## config.mk

```make
export PLATFORM = sky130hd
export DESIGN_NAME = axicb_mst_switch_wr_gen
export DESIGN_NICKNAME = d
export VERILOG_FILES = /design/src/rtl/axicb_mst_switch_wr_gen.sv
export SDC_FILE = /design/constraint.sdc
export NUM_CORES = 1
export LEC_CHECK = 0
export ABC_CLOCK_PERIOD_IN_PS = 6200
export BUFFER_PORTS_ARGS = -buffer_cell sky130_fd_sc_hd__buf_2
export CORE_UTILIZATION = 48
export DETAILED_ROUTE_END_ITERATION = 7
export GPL_TIMING_DRIVEN = 0
export PLACE_DENSITY_LB_ADDON = 0.15
export SYNTH_ARGS = -nofsm -noshare
export SYNTH_HDL_FRONTEND = slang
export SYNTH_SLANG_ARGS = --single-unit
export TNS_END_PERCENT = 100
```

## constraint.sdc

```tcl
create_clock -name aclk -period 6.2 [get_ports aclk]
set_input_delay 1.86 -clock aclk [delete_from_list [all_inputs] [get_ports aclk]]
set_output_delay 1.86 -clock aclk [all_outputs]
set_load 0.05 [all_outputs]
```

## src/rtl/axicb_mst_switch_wr_gen.sv

```systemverilog
// Write-path master switch: round-robin AW arbitration with per-master outstanding limits,
// W steering in AW-acceptance order, and B routing by ID mask with unrouted-response draining.
module axicb_mst_switch_wr_gen #(
   parameter int AXI_ID_W    = 8,
   parameter int MST_NB      = 4,
   parameter logic [MST_NB*AXI_ID_W-1:0] MST_ID_MASK = {8'h30, 8'h20, 8'h10, 8'h00},
   parameter int MAX_OSTD    = 4,
   parameter int WFIFO_DEPTH = 8,
   parameter int AWCH_W      = 8,
   parameter int WCH_W       = 8,
   parameter int BCH_W       = 8
) (
   input  logic                     aclk,
   input  logic                     aresetn,
   input  logic                     srst,
   input  logic [MST_NB-1:0]        i_awvalid,
   output logic [MST_NB-1:0]        i_awready,
   input  logic [MST_NB*AWCH_W-1:0] i_awch,
   input  logic [MST_NB-1:0]        i_wvalid,
   output logic [MST_NB-1:0]        i_wready,
   input  logic [MST_NB-1:0]        i_wlast,
   input  logic [MST_NB*WCH_W-1:0]  i_wch,
   output logic [MST_NB-1:0]        i_bvalid,
   input  logic [MST_NB-1:0]        i_bready,
   output logic [BCH_W-1:0]         i_bch,
   output logic                     o_awvalid,
   input  logic                     o_awready,
   output logic [AWCH_W-1:0]        o_awch,
   output logic                     o_wvalid,
   input  logic                     o_wready,
   output logic                     o_wlast,
   output logic [WCH_W-1:0]         o_wch,
   input  logic                     o_bvalid,
   output logic                     o_bready,
   input  logic [BCH_W-1:0]         o_bch,
   output logic                     err_unrouted
);

   localparam int GIDX_W = (MST_NB > 1) ? $clog2(MST_NB) : 1;
   localparam int CNT_W  = $clog2(MAX_OSTD + 1);
   localparam int PTR_W  = $clog2(WFIFO_DEPTH);
   localparam logic [PTR_W:0]   PTR_ONE = (PTR_W + 1)'(1);
   localparam logic [CNT_W-1:0] CNT_ONE = CNT_W'(1);
   localparam logic [CNT_W-1:0] CNT_MAX = CNT_W'(MAX_OSTD);

   logic                in_rst;
   logic [MST_NB-1:0]   elig;
   logic [CNT_W-1:0]    ostd_cnt [MST_NB];
   logic [GIDX_W-1:0]   ptr, lock_idx, rr_idx, grant, head, b_tgt;
   logic                lock, rr_hit, grant_hit, aw_hs, b_hit, b_hs, fifo_pop;
   logic [GIDX_W-1:0]   fifo_mem [WFIFO_DEPTH];
   logic [PTR_W:0]      wr_ptr, rd_ptr;
   logic                fifo_empty, fifo_full;

   function automatic logic [GIDX_W-1:0] wrap_add(input logic [GIDX_W-1:0] a, input int k);
      int s;
      s = int'(a) + k;
      if (s >= MST_NB) s = s - MST_NB;
      return GIDX_W'(s);
   endfunction

   assign in_rst     = !aresetn || srst;
   assign fifo_empty = (wr_ptr == rd_ptr);
   assign fifo_full  = (wr_ptr[PTR_W] != rd_ptr[PTR_W]) &&
                       (wr_ptr[PTR_W-1:0] == rd_ptr[PTR_W-1:0]);
   assign head       = fifo_mem[rd_ptr[PTR_W-1:0]];

   always_comb begin
      for (int i = 0; i < MST_NB; i++)
         elig[i] = i_awvalid[i] && (ostd_cnt[i] < CNT_MAX);
   end

   // NOTE: every combinational output gets a default before the loop so no path leaves it unassigned (no latch).
   always_comb begin
      rr_hit = 1'b0;
      rr_idx = '0;
      for (int k = 0; k < MST_NB; k++) begin
         if (!rr_hit && elig[wrap_add(ptr, k)]) begin
            rr_hit = 1'b1;
            rr_idx = wrap_add(ptr, k);
         end
      end
   end

   // A stalled request keeps its grant so o_awch cannot change under a late-arriving master.
   assign grant     = lock ? lock_idx : rr_idx;
   assign grant_hit = lock ? elig[lock_idx] : rr_hit;
   assign o_awvalid = grant_hit && !fifo_full && !in_rst;
   assign o_awch    = i_awch[grant*AWCH_W +: AWCH_W];
   assign aw_hs     = o_awvalid && o_awready;
   assign i_awready = (o_awready && grant_hit && !fifo_full && !in_rst) ?
                      (MST_NB'(1) << grant) : '0;

   always_comb begin
      o_wvalid = 1'b0;
      o_wlast  = 1'b0;
      o_wch    = '0;
      i_wready = '0;
      if (!fifo_empty) begin
         o_wvalid       = i_wvalid[head];
         o_wlast        = i_wlast[head];
         o_wch          = i_wch[head*WCH_W +: WCH_W];
         i_wready[head] = o_wready;
      end
   end
   assign fifo_pop = o_wvalid && o_wready && o_wlast;

   // Descending scan so the lowest matching master wins.
   always_comb begin
      b_hit = 1'b0;
      b_tgt = '0;
      for (int i = MST_NB - 1; i >= 0; i--) begin
         if ((o_bch[AXI_ID_W-1:0] & MST_ID_MASK[i*AXI_ID_W +: AXI_ID_W]) ==
             MST_ID_MASK[i*AXI_ID_W +: AXI_ID_W]) begin
            b_hit = 1'b1;
            b_tgt = GIDX_W'(i);
         end
      end
      i_bvalid = '0;
      if (b_hit) i_bvalid[b_tgt] = o_bvalid;
   end
   assign o_bready = b_hit ? i_bready[b_tgt] : 1'b1;
   assign i_bch    = o_bch;
   assign b_hs     = o_bvalid && o_bready && b_hit;

   always_ff @(posedge aclk or negedge aresetn) begin
      if (!aresetn) begin
         ptr          <= '0;
         lock         <= 1'b0;
         lock_idx     <= '0;
         wr_ptr       <= '0;
         rd_ptr       <= '0;
         err_unrouted <= 1'b0;
         for (int i = 0; i < MST_NB; i++) ostd_cnt[i] <= '0;
      end else if (srst) begin
         ptr          <= '0;
         lock         <= 1'b0;
         lock_idx     <= '0;
         wr_ptr       <= '0;
         rd_ptr       <= '0;
         err_unrouted <= 1'b0;
         for (int i = 0; i < MST_NB; i++) ostd_cnt[i] <= '0;
      end else begin
         err_unrouted <= o_bvalid && !b_hit;
         if (aw_hs) begin
            ptr    <= wrap_add(grant, 1);
            lock   <= 1'b0;
            wr_ptr <= wr_ptr + PTR_ONE;
         end else if (o_awvalid) begin
            lock     <= 1'b1;
            lock_idx <= grant;
         end
         if (fifo_pop) rd_ptr <= rd_ptr + PTR_ONE;
         for (int i = 0; i < MST_NB; i++) begin
            // Decrement saturates at zero: a stray B cannot underflow the count.
            if ((aw_hs && grant == GIDX_W'(i)) &&
                !(b_hs && b_tgt == GIDX_W'(i) && ostd_cnt[i] != '0))
               ostd_cnt[i] <= ostd_cnt[i] + CNT_ONE;
            else if (!(aw_hs && grant == GIDX_W'(i)) &&
                     (b_hs && b_tgt == GIDX_W'(i) && ostd_cnt[i] != '0))
               ostd_cnt[i] <= ostd_cnt[i] - CNT_ONE;
         end
      end
   end

   // NOTE: the grant-order storage is not reset; only the pointers define which entries are valid.
   always_ff @(posedge aclk) begin
      if (aw_hs) fifo_mem[wr_ptr[PTR_W-1:0]] <= grant;
   end

endmodule

```

==> Yosys cells after proc, flatten, opt, wreduce, memory -nomap -nowiden <==
Memory sizes are Yosys's and may differ from the RTL's.
Index checks and enable logic that the tools add are counted.
{ "totals": {"ff_bits": 25, "ramBits": 16, "output_inout_bits": 41, "n_memories": 1} }
{ "op_classes": {"add_sub_neg": 16, "magnitude_cmp": 16, "n_eq_ne": 7, "shift": 3, "n_mux": 56, "bitwise_logic": 1, "reduce_logical": 45} }
{ "memory_table": {"columns": ["memory", "words", "width", "rd", "rd_ports_with_merged_regs", "write_ports", "line_no", "source"], "rows": [
  ["fifo_mem", 8, 2, 1, 0, 1, "51", "logic [GIDX_W-1:0] fifo_mem [WFIFO_DEPTH];"]
]} }
{ "op_table": {"columns": ["op", "count"], "rows": [
  ["indexed part select 32 x 6 -> 8 bit", 2],
  ["2-to-1 mux 2 bit", 15],
  ["logical AND 1 bit", 25],
  ["2-to-1 mux 4 bit", 6],
  ["2-to-1 mux 1 bit", 20],
  ["< comparator 2 x 3 -> 1 bit, second input constant", 6],
  ["2-to-1 mux 3 bit", 5],
  ["binary-select mux 1 bit (select 2 bit)", 7],
  ["adder 3 x 1 -> 3 bit, second input constant", 4],
  ["greater-or-equal comparator 3 bit, second input constant", 4],
  ["< comparator 3 bit, second input constant", 4],
  ["2-to-1 mux 12 bit", 1],
  ["nonzero test 2 bit", 6],
  ["subtractor 2 x 1 -> 2 bit, second input constant", 5],
  ["nonzero test 3 bit", 3],
  ["adder 4 x 1 -> 4 bit, second input constant", 2],
  ["zero test 1 bit", 8],
  ["2-to-1 mux 8 bit", 1],
  ["adder 2 x 1 -> 3 bit, second input constant", 2],
  ["adder 2 x 2 -> 3 bit, second input constant", 2],
  ["AND 4 bit", 1],
  ["equality test 2 bit, second input constant", 2],
  ["equality test 4 bit", 1],
  ["<< shifter 1 x 2 -> 4 bit, first input constant", 1],
  ["11 further kinds", 11]
]} }

==> Longest topological paths before layout <==
{ "logic_depth": {"word_depth": 24, "ltp_mapped": 16, "ltp_nobuf": 14} }

==> Worst setup path after synthesis <==
No wires, ideal clock.
{ "synth_path": {"kind": "in2out", "from": "input i_awvalid[2]", "to": "output o_awch[6]", "t_arrival_ns": 4.213, "required_ns": 4.340, "slack_ns": 0.127, "cell_stages": 7, "path_buffers": 1, "path_cell_list": "nor2b_1 > mux2i_1 > nor2_1 > o41ai_2 > clkbuf_1 > a211oi_1 > a31oi_1"} }
{ "synth_via": {"elab_chain_cells": 15, "elab_cells_between_ends": 24, "classes_between": "1 x shift; 16 x mux; 7 x reduce/logical"} }
{ "synth_lines": {"columns": ["element", "line_no", "source"], "rows": [
  ["start: declaration", "16", "input logic [MST_NB-1:0] i_awvalid,"],
  ["logical AND 1 bit (*)", "70", "elig[i] = i_awvalid[i] && (ostd_cnt[i] < CNT_MAX);"],
  ["binary-select mux 1 bit (select 2 bit)", "78", "if (!rr_hit && elig[wrap_add(ptr, k)]) begin"],
  ["2-to-1 mux 1 bit (not written as such)", "78", null],
  ["2-to-1 mux 1 bit", "78", null],
  ["zero test 1 bit", "78", null],
  ["logical AND 1 bit", "78", null],
  ["2-to-1 mux 1 bit", "78", null],
  ["zero test 1 bit", "78", null],
  ["logical AND 1 bit", "78", null],
  ["2-to-1 mux 1 bit", "78", null],
  ["zero test 1 bit", "78", null],
  ["logical AND 1 bit", "78", null],
  ["2-to-1 mux 2 bit (*)", "78", null],
  ["2-to-1 mux 2 bit (*)", "86", "assign grant = lock ? lock_idx : rr_idx;"],
  ["named net grant[0]", "49", "logic [GIDX_W-1:0] ptr, lock_idx, rr_idx, grant, head, b_tgt;"],
  ["indexed part select 32 x 6 -> 8 bit (*)", "89", "assign o_awch = i_awch[grant*AWCH_W +: AWCH_W];"],
  ["end: declaration", "28", "output logic [AWCH_W-1:0] o_awch,"]
]} }
The timed path passes the listed nets; every way through them passes the cells marked *. The select of a mux whose other input is x is not followed.

==> Worst setup path after layout <==
{ "layout_path": {"from": "input i_awvalid[2]", "to": "output i_awready[3]"} }
{ "layout_via": {"elab_cells_between_ends": 32, "classes_between": "1 x shift; 21 x mux; 10 x reduce/logical"} }
{ "layout_rtl": {"columns": ["element", "line_no", "source"], "rows": [
  ["logical AND 1 bit (*)", "70", null],
  ["binary-select mux 1 bit (select 2 bit)", "78", null],
  ["2-to-1 mux 1 bit (not written as such)", "78", null],
  ["2-to-1 mux 1 bit", "78", null],
  ["zero test 1 bit", "78", null],
  ["logical AND 1 bit", "78", null],
  ["2-to-1 mux 1 bit", "78", null],
  ["zero test 1 bit", "78", null],
  ["logical AND 1 bit", "78", null],
  ["2-to-1 mux 1 bit", "78", null],
  ["zero test 1 bit", "78", null],
  ["logical AND 1 bit", "78", null],
  ["2-to-1 mux 2 bit (*)", "78", null],
  ["2-to-1 mux 2 bit (*)", "86", null],
  ["named net grant[1]", "49", null],
  ["<< shifter 1 x 2 -> 4 bit (*)", "92", "(MST_NB'(1) << grant) : '0;"],
  ["2-to-1 mux 4 bit (*)", "91", "assign i_awready = (o_awready && grant_hit && !fifo_full && !in_rst) ?"],
  ["end: declaration", "17", "output logic [MST_NB-1:0] i_awready,"]
]} }
Marked as above.

==> report_table.html <==
<table>
<tr><th>Metric</th><th>Value</th></tr>
<tr><th colspan="2">Run status</th></tr>
<tr><td>Result of the run</td><td>completed</td></tr>
<tr><th colspan="2">Synthesis</th></tr>
<tr><td>Register area share after synthesis</td><td>0.372</td></tr>
<tr><td>Total of warnings raised by yosys</td><td>0</td></tr>
<tr><td>Area contributors post-synth</td><td>sky130_fd_sc_hd__dfrtp_1 21%, sky130_fd_sc_hd__edfxtp_1 16%, sky130_fd_sc_hd__a211oi_1 6.3%</td></tr>
<tr><td>Per-instance average area after synthesis</td><td>9.53 um2</td></tr>
<tr><td>Proportion of register bits with asynchronous set or reset after synthesis</td><td>0.610</td></tr>
<tr><td>Dominant synthesized flop cell</td><td>sky130_fd_sc_hd__dfrtp_1</td></tr>
<tr><td>Yosys top cell area share</td><td>0.210</td></tr>
<tr><td>Post-synthesis cell count</td><td>312</td></tr>
<tr><td>Count of flip-flops with a built-in enable after synthesis</td><td>16</td></tr>
<tr><td>Combined area of all synthesized cells</td><td>2970 um2</td></tr>
<tr><td>Area leader, netlist</td><td>sky130_fd_sc_hd__dfrtp_1</td></tr>
<tr><td>Unique cell type count in the Yosys netlist</td><td>50</td></tr>
<tr><td>Flip-flop and latch count after synthesis</td><td>41</td></tr>
<tr><th colspan="2">CTS</th></tr>
<tr><td>Clock tree from TritonCTS</td><td>built</td></tr>
<tr><td>Number of CTS-inserted buffers</td><td>5</td></tr>
<tr><td>H-Tree Level Count</td><td>2</td></tr>
<tr><td>Number of clock sinks seen by CTS</td><td>41</td></tr>
<tr><td>Clk Latency, worst-skew pair</td><td>0.29 ns</td></tr>
<tr><td>CTS Buffer Depth</td><td>2</td></tr>
<tr><td>Hold buffers post-CTS</td><td>0</td></tr>
<tr><td>Clock-pin transition on the worst setup and hold timing paths</td><td>0.08 ns</td></tr>
<tr><td>Clock root cell</td><td>sky130_fd_sc_hd__clkbuf_8</td></tr>
<tr><th colspan="2">Layout</th></tr>
<tr><td>Layout Cell Area excl Fill</td><td>3820 um2</td></tr>
<tr><td>Final design utilization</td><td>0.641</td></tr>
<tr><td>Nets@finish</td><td>546</td></tr>
<tr><td>Layout filler cell count</td><td>513</td></tr>
<tr><td>Area Growth Syn to Fin</td><td>28.4%</td></tr>
<tr><td>Share of cells above drive strength 1</td><td>0.372</td></tr>
<tr><td>Post-route non-filler standard cell count</td><td>518</td></tr>
<tr><td>Total inserted antenna cells</td><td>0</td></tr>
<tr><th colspan="2">Floorplanning</th></tr>
<tr><td>Die outline height</td><td>80.7 um</td></tr>
<tr><td>Row Count</td><td>28</td></tr>
<tr><td>Core area</td><td>5960 um2</td></tr>
<tr><td>I/O pin count</td><td>135</td></tr>
<tr><td>Die boundary width</td><td>80.7 um</td></tr>
<tr><td>Starting density of the core</td><td>0.499</td></tr>
<tr><td>DIE AREA</td><td>6510 um2</td></tr>
<tr><th colspan="2">Place</th></tr>
<tr><td>Number of placed instances, taps included</td><td>508</td></tr>
<tr><td>Port buffer count</td><td>118</td></tr>
<tr><td>Total cell area at the placement stage</td><td>3670 um2</td></tr>
<tr><td>Half-perimeter wire length after placement</td><td>5.05 mm</td></tr>
<tr><td>Worst slack, placed</td><td>-0.472 ns</td></tr>
<tr><td>Final Wtd Congestion</td><td>0.775</td></tr>
<tr><th colspan="2">Power</th></tr>
<tr><td>Power per cell area</td><td>196 nW/um2</td></tr>
<tr><td>Leakage power figure</td><td>0.00184 uW</td></tr>
<tr><td>Worst IR drop on VDD</td><td>0.156 mV</td></tr>
<tr><td>Switching power total</td><td>255 uW</td></tr>
<tr><td>Net Sw Frac</td><td>0.340</td></tr>
<tr><td>Clock power frac</td><td>0.278</td></tr>
<tr><td>Sequential share of power</td><td>0.393</td></tr>
<tr><td>Internal</td><td>495 uW</td></tr>
<tr><td>Combinational cell fraction of total power</td><td>0.329</td></tr>
<tr><td>Final total power</td><td>750 uW</td></tr>
<tr><th colspan="2">Drt</th></tr>
<tr><td>Number of iterations in the first detailed-routing pass</td><td>4</td></tr>
<tr><td>Post-detailed-route count of antenna-violating nets</td><td>0</td></tr>
<tr><td>Number of remaining DRC errors</td><td>0</td></tr>
<tr><td>Routed length per placed instance</td><td>13.0 um</td></tr>
<tr><td>Final wirelength</td><td>6.72 mm</td></tr>
<tr><td>Average vias per placed instance</td><td>5.18</td></tr>
<tr><td>Overall via count from detail_route</td><td>2682</td></tr>
<tr><td>Drt initial violations</td><td>75</td></tr>
<tr><th colspan="2">Setup path</th></tr>
<tr><td>Worst EP arrival</td><td>4.11 ns</td></tr>
<tr><td>Crit path max-delay family</td><td>buffers and inverters</td></tr>
<tr><td>Slowest library cell on the worst path</td><td>sky130_fd_sc_hd__o31ai_4</td></tr>
<tr><td>Peak per-stage delay on the critical path</td><td>0.50 ns</td></tr>
<tr><td>Most used cell along the critical path</td><td>sky130_fd_sc_hd__buf_2</td></tr>
<tr><td>Category of the critical setup timing path</td><td>in -&gt; out</td></tr>
<tr><td>Critical path capture point type</td><td>primary output</td></tr>
<tr><td>Startpoint type of the worst setup path</td><td>primary input</td></tr>
<tr><td>Sum of buffers and inverters on the critical path</td><td>4</td></tr>
<tr><td>Crit Path Max Fanout</td><td>19</td></tr>
<tr><td>Critical path, cell by cell</td><td>buf_2, nor2b_1, a21oi_1, o31ai_4, clkbuf_2, ha_1, nand2_1, inv_1, buf_2</td></tr>
<tr><td>Worst path required time</td><td>4.34 ns</td></tr>
<tr><th colspan="2">Flow run</th></tr>
<tr><td>Number of maximum-capacitance violations</td><td>0</td></tr>
<tr><th colspan="2">Global routing</th></tr>
<tr><td>Routing usage on met1</td><td>0.260</td></tr>
<tr><td>Via count of the first global-routing pass</td><td>2372</td></tr>
<tr><td>Global-route wire length before repair</td><td>10.7 mm</td></tr>
<tr><td>Global-route met3 utilization</td><td>0.0398</td></tr>
<tr><td>GR Util met2</td><td>0.386</td></tr>
<tr><td>Number of antenna violations at the first check in global routing</td><td>0</td></tr>
<tr><td>Total GRT Usage</td><td>0.212</td></tr>
<tr><td>Grt ovf</td><td>0</td></tr>
<tr><td>Routing layer with the top usage in global route</td><td>met2</td></tr>
<tr><td>Pin count of the biggest net entering global routing</td><td>27</td></tr>
<tr><th colspan="2">Timing</th></tr>
<tr><td>Final Skew</td><td>0.00574 ns</td></tr>
<tr><td>Number of failing setup endpoints in the final timing report</td><td>0</td></tr>
<tr><td>RSZ-0062 raised after global routing</td><td>false</td></tr>
<tr><td>Worst slew margin</td><td>0.489</td></tr>
<tr><td>Slew at the pin with the worst max-slew slack</td><td>0.759 ns</td></tr>
<tr><td>Final number of max-transition violations</td><td>0</td></tr>
<tr><td>Final hold violations</td><td>0</td></tr>
<tr><td>Clock period minus final worst setup slack</td><td>5.97 ns</td></tr>
<tr><td>Maximum clock frequency</td><td>0.167 GHz</td></tr>
<tr><td>Worst Slack Setup Final</td><td>0.227 ns</td></tr>
<tr><td>Portion of the clock cycle consumed by the worst path in the final layout</td><td>0.963</td></tr>
<tr><th colspan="2">Worst hold path</th></tr>
<tr><td>Worst hold path type</td><td>reg -&gt; reg</td></tr>
</table>
layout by cell type, fill, tap and decap left out, types with 2 or more instances in the layout:
cell type / netlist / routed
sky130_fd_sc_hd__nand2b_1: 5 / 5
sky130_fd_sc_hd__nor2_1: 20 / 20
sky130_fd_sc_hd__a211oi_1: 25 / 25
sky130_fd_sc_hd__clkbuf_2: 0 / 2
sky130_fd_sc_hd__buf_4: 15 / 18
sky130_fd_sc_hd__inv_1: 10 / 10
sky130_fd_sc_hd__and2b_1: 2 / 2
sky130_fd_sc_hd__a21oi_1: 10 / 10
sky130_fd_sc_hd__or3_1: 2 / 2
sky130_fd_sc_hd__nor3_1: 5 / 5
sky130_fd_sc_hd__nor4b_1: 3 / 3
sky130_fd_sc_hd__conb_1: 1 / 4
sky130_fd_sc_hd__xnor2_1: 4 / 4
sky130_fd_sc_hd__clkbuf_1: 12 / 10
sky130_fd_sc_hd__edfxtp_1: 16 / 16
sky130_fd_sc_hd__nand2_1: 39 / 39
sky130_fd_sc_hd__buf_1: 2 / 2
sky130_fd_sc_hd__dfrtp_1: 25 / 25
sky130_fd_sc_hd__nor4_1: 2 / 2
sky130_fd_sc_hd__and2_1: 8 / 8
sky130_fd_sc_hd__mux2i_1: 18 / 18
sky130_fd_sc_hd__mux4_2: 5 / 5
sky130_fd_sc_hd__buf_2: 4 / 122
sky130_fd_sc_hd__nor3b_1: 4 / 4
sky130_fd_sc_hd__o21ai_1: 3 / 3
sky130_fd_sc_hd__clkbuf_8: 0 / 5
sky130_fd_sc_hd__nor2b_1: 13 / 13
sky130_fd_sc_hd__nand3_1: 8 / 8
sky130_fd_sc_hd__a31oi_1: 8 / 8
sky130_fd_sc_hd__xor2_1: 11 / 11
sky130_fd_sc_hd__nand3b_1: 3 / 3
sky130_fd_sc_hd__ha_1: 9 / 9
power by group through the flow:
stage | clock network [uW] | logic (uW) | registers, uW
2_1_floorplan | 0 | 176 | 299
3_3_place_gp | 0 | 239 | 300
3_5_place_dp | 0 | 242 | 301
4_1_cts | 214 | 245 | 295
5_1_grt | 222 | 269 | 296
6_report | 208 | 247 | 295
cell families (layout without fill, tap and decap cells):
group / after synthesis / count (layout) / synth area share
xor+xnor: 16 / 16 / 0.0496
compound gates: 54 / 54 / 0.128
simple gates: 120 / 120 / 0.217
fa+ha+maj: 10 / 10 / 0.0446
mux: 24 / 24 / 0.106
flops: 41 / 41 / 0.372
other cells: 1 / 4 / 0.00126
buf+inv: 46 / 174 / 0.0812
state kept, by name (all words and copies together) (netlist names):
name	flops
ostd_cnt	12
lock	1
wr_ptr	4
fifo_mem	16
lock_idx	2
rd_ptr	4
ptr	2
synth_stat cells (9+ instances only):
library cell and count:
sky130_fd_sc_hd__nand2_1 39, sky130_fd_sc_hd__a211oi_1 25, sky130_fd_sc_hd__dfrtp_1 25, sky130_fd_sc_hd__nor2_1 20, sky130_fd_sc_hd__mux2i_1 18, sky130_fd_sc_hd__edfxtp_1 16
sky130_fd_sc_hd__buf_4 15, sky130_fd_sc_hd__nor2b_1 13, sky130_fd_sc_hd__clkbuf_1 12, sky130_fd_sc_hd__xor2_1 11, sky130_fd_sc_hd__a21oi_1 10, sky130_fd_sc_hd__inv_1 10
sky130_fd_sc_hd__ha_1 9
area by class of cell:
cell class,count,area [um2],share of cell area
multi-input combinational,228,1660,0.434
sequential,41,1110,0.290
timing repair buffer,121,613,0.160
buffer,33,195,0.0511
tap,75,93.8,0.0246
clock buffer,6,72.6,0.0190
inverter,12,47.5,0.0124
clock inverter,2,33.8,0.00884
stage by stage:
step                hold slack (ns)  TNS (ns)
detailed placement            0.509     -1.75
floorplan                     0.471         0
global placement              0.484     -1.57
finish                        0.522         0
CTS                           0.520         0
global route                  0.565         0
per-layer routing:
| layer | vias to the layer above | routed length [um] |
|---|---|---|
| li1 | 1355 | - |
| met1 | 1234 | 2940 |
| met2 | 89 | 3320 |
| met3 | 4 | 416 |
| met4 | 0 | 46 |
| met5 | - | 0 |
path summary, 6_finish.rpt:
check                        startpoint      endpoint  slack, ns  cells after the start
max                        i_awvalid[2]  i_awready[3]       0.23                      9
min                           wr_ptr[3]     wr_ptr[3]       0.52                      1
max reg2reg                 ostd_cnt[5]  ostd_cnt[11]       2.73                     14
min reg2reg                   wr_ptr[3]     wr_ptr[3]       0.52                      1
max in group asynchronous       aresetn     wr_ptr[1]       4.25                      1
min in group asynchronous       aresetn   ostd_cnt[5]       1.56                      1
repair_timing:
item | 4_1_cts | 5_1_grt
pin swaps | 0 | 1
gates resized for setup | 5 | 1
buffers inserted | 0 | 3
setup endpoints to repair | 12 | 3
Note: power is estimated with default switching activity, not from simulation.
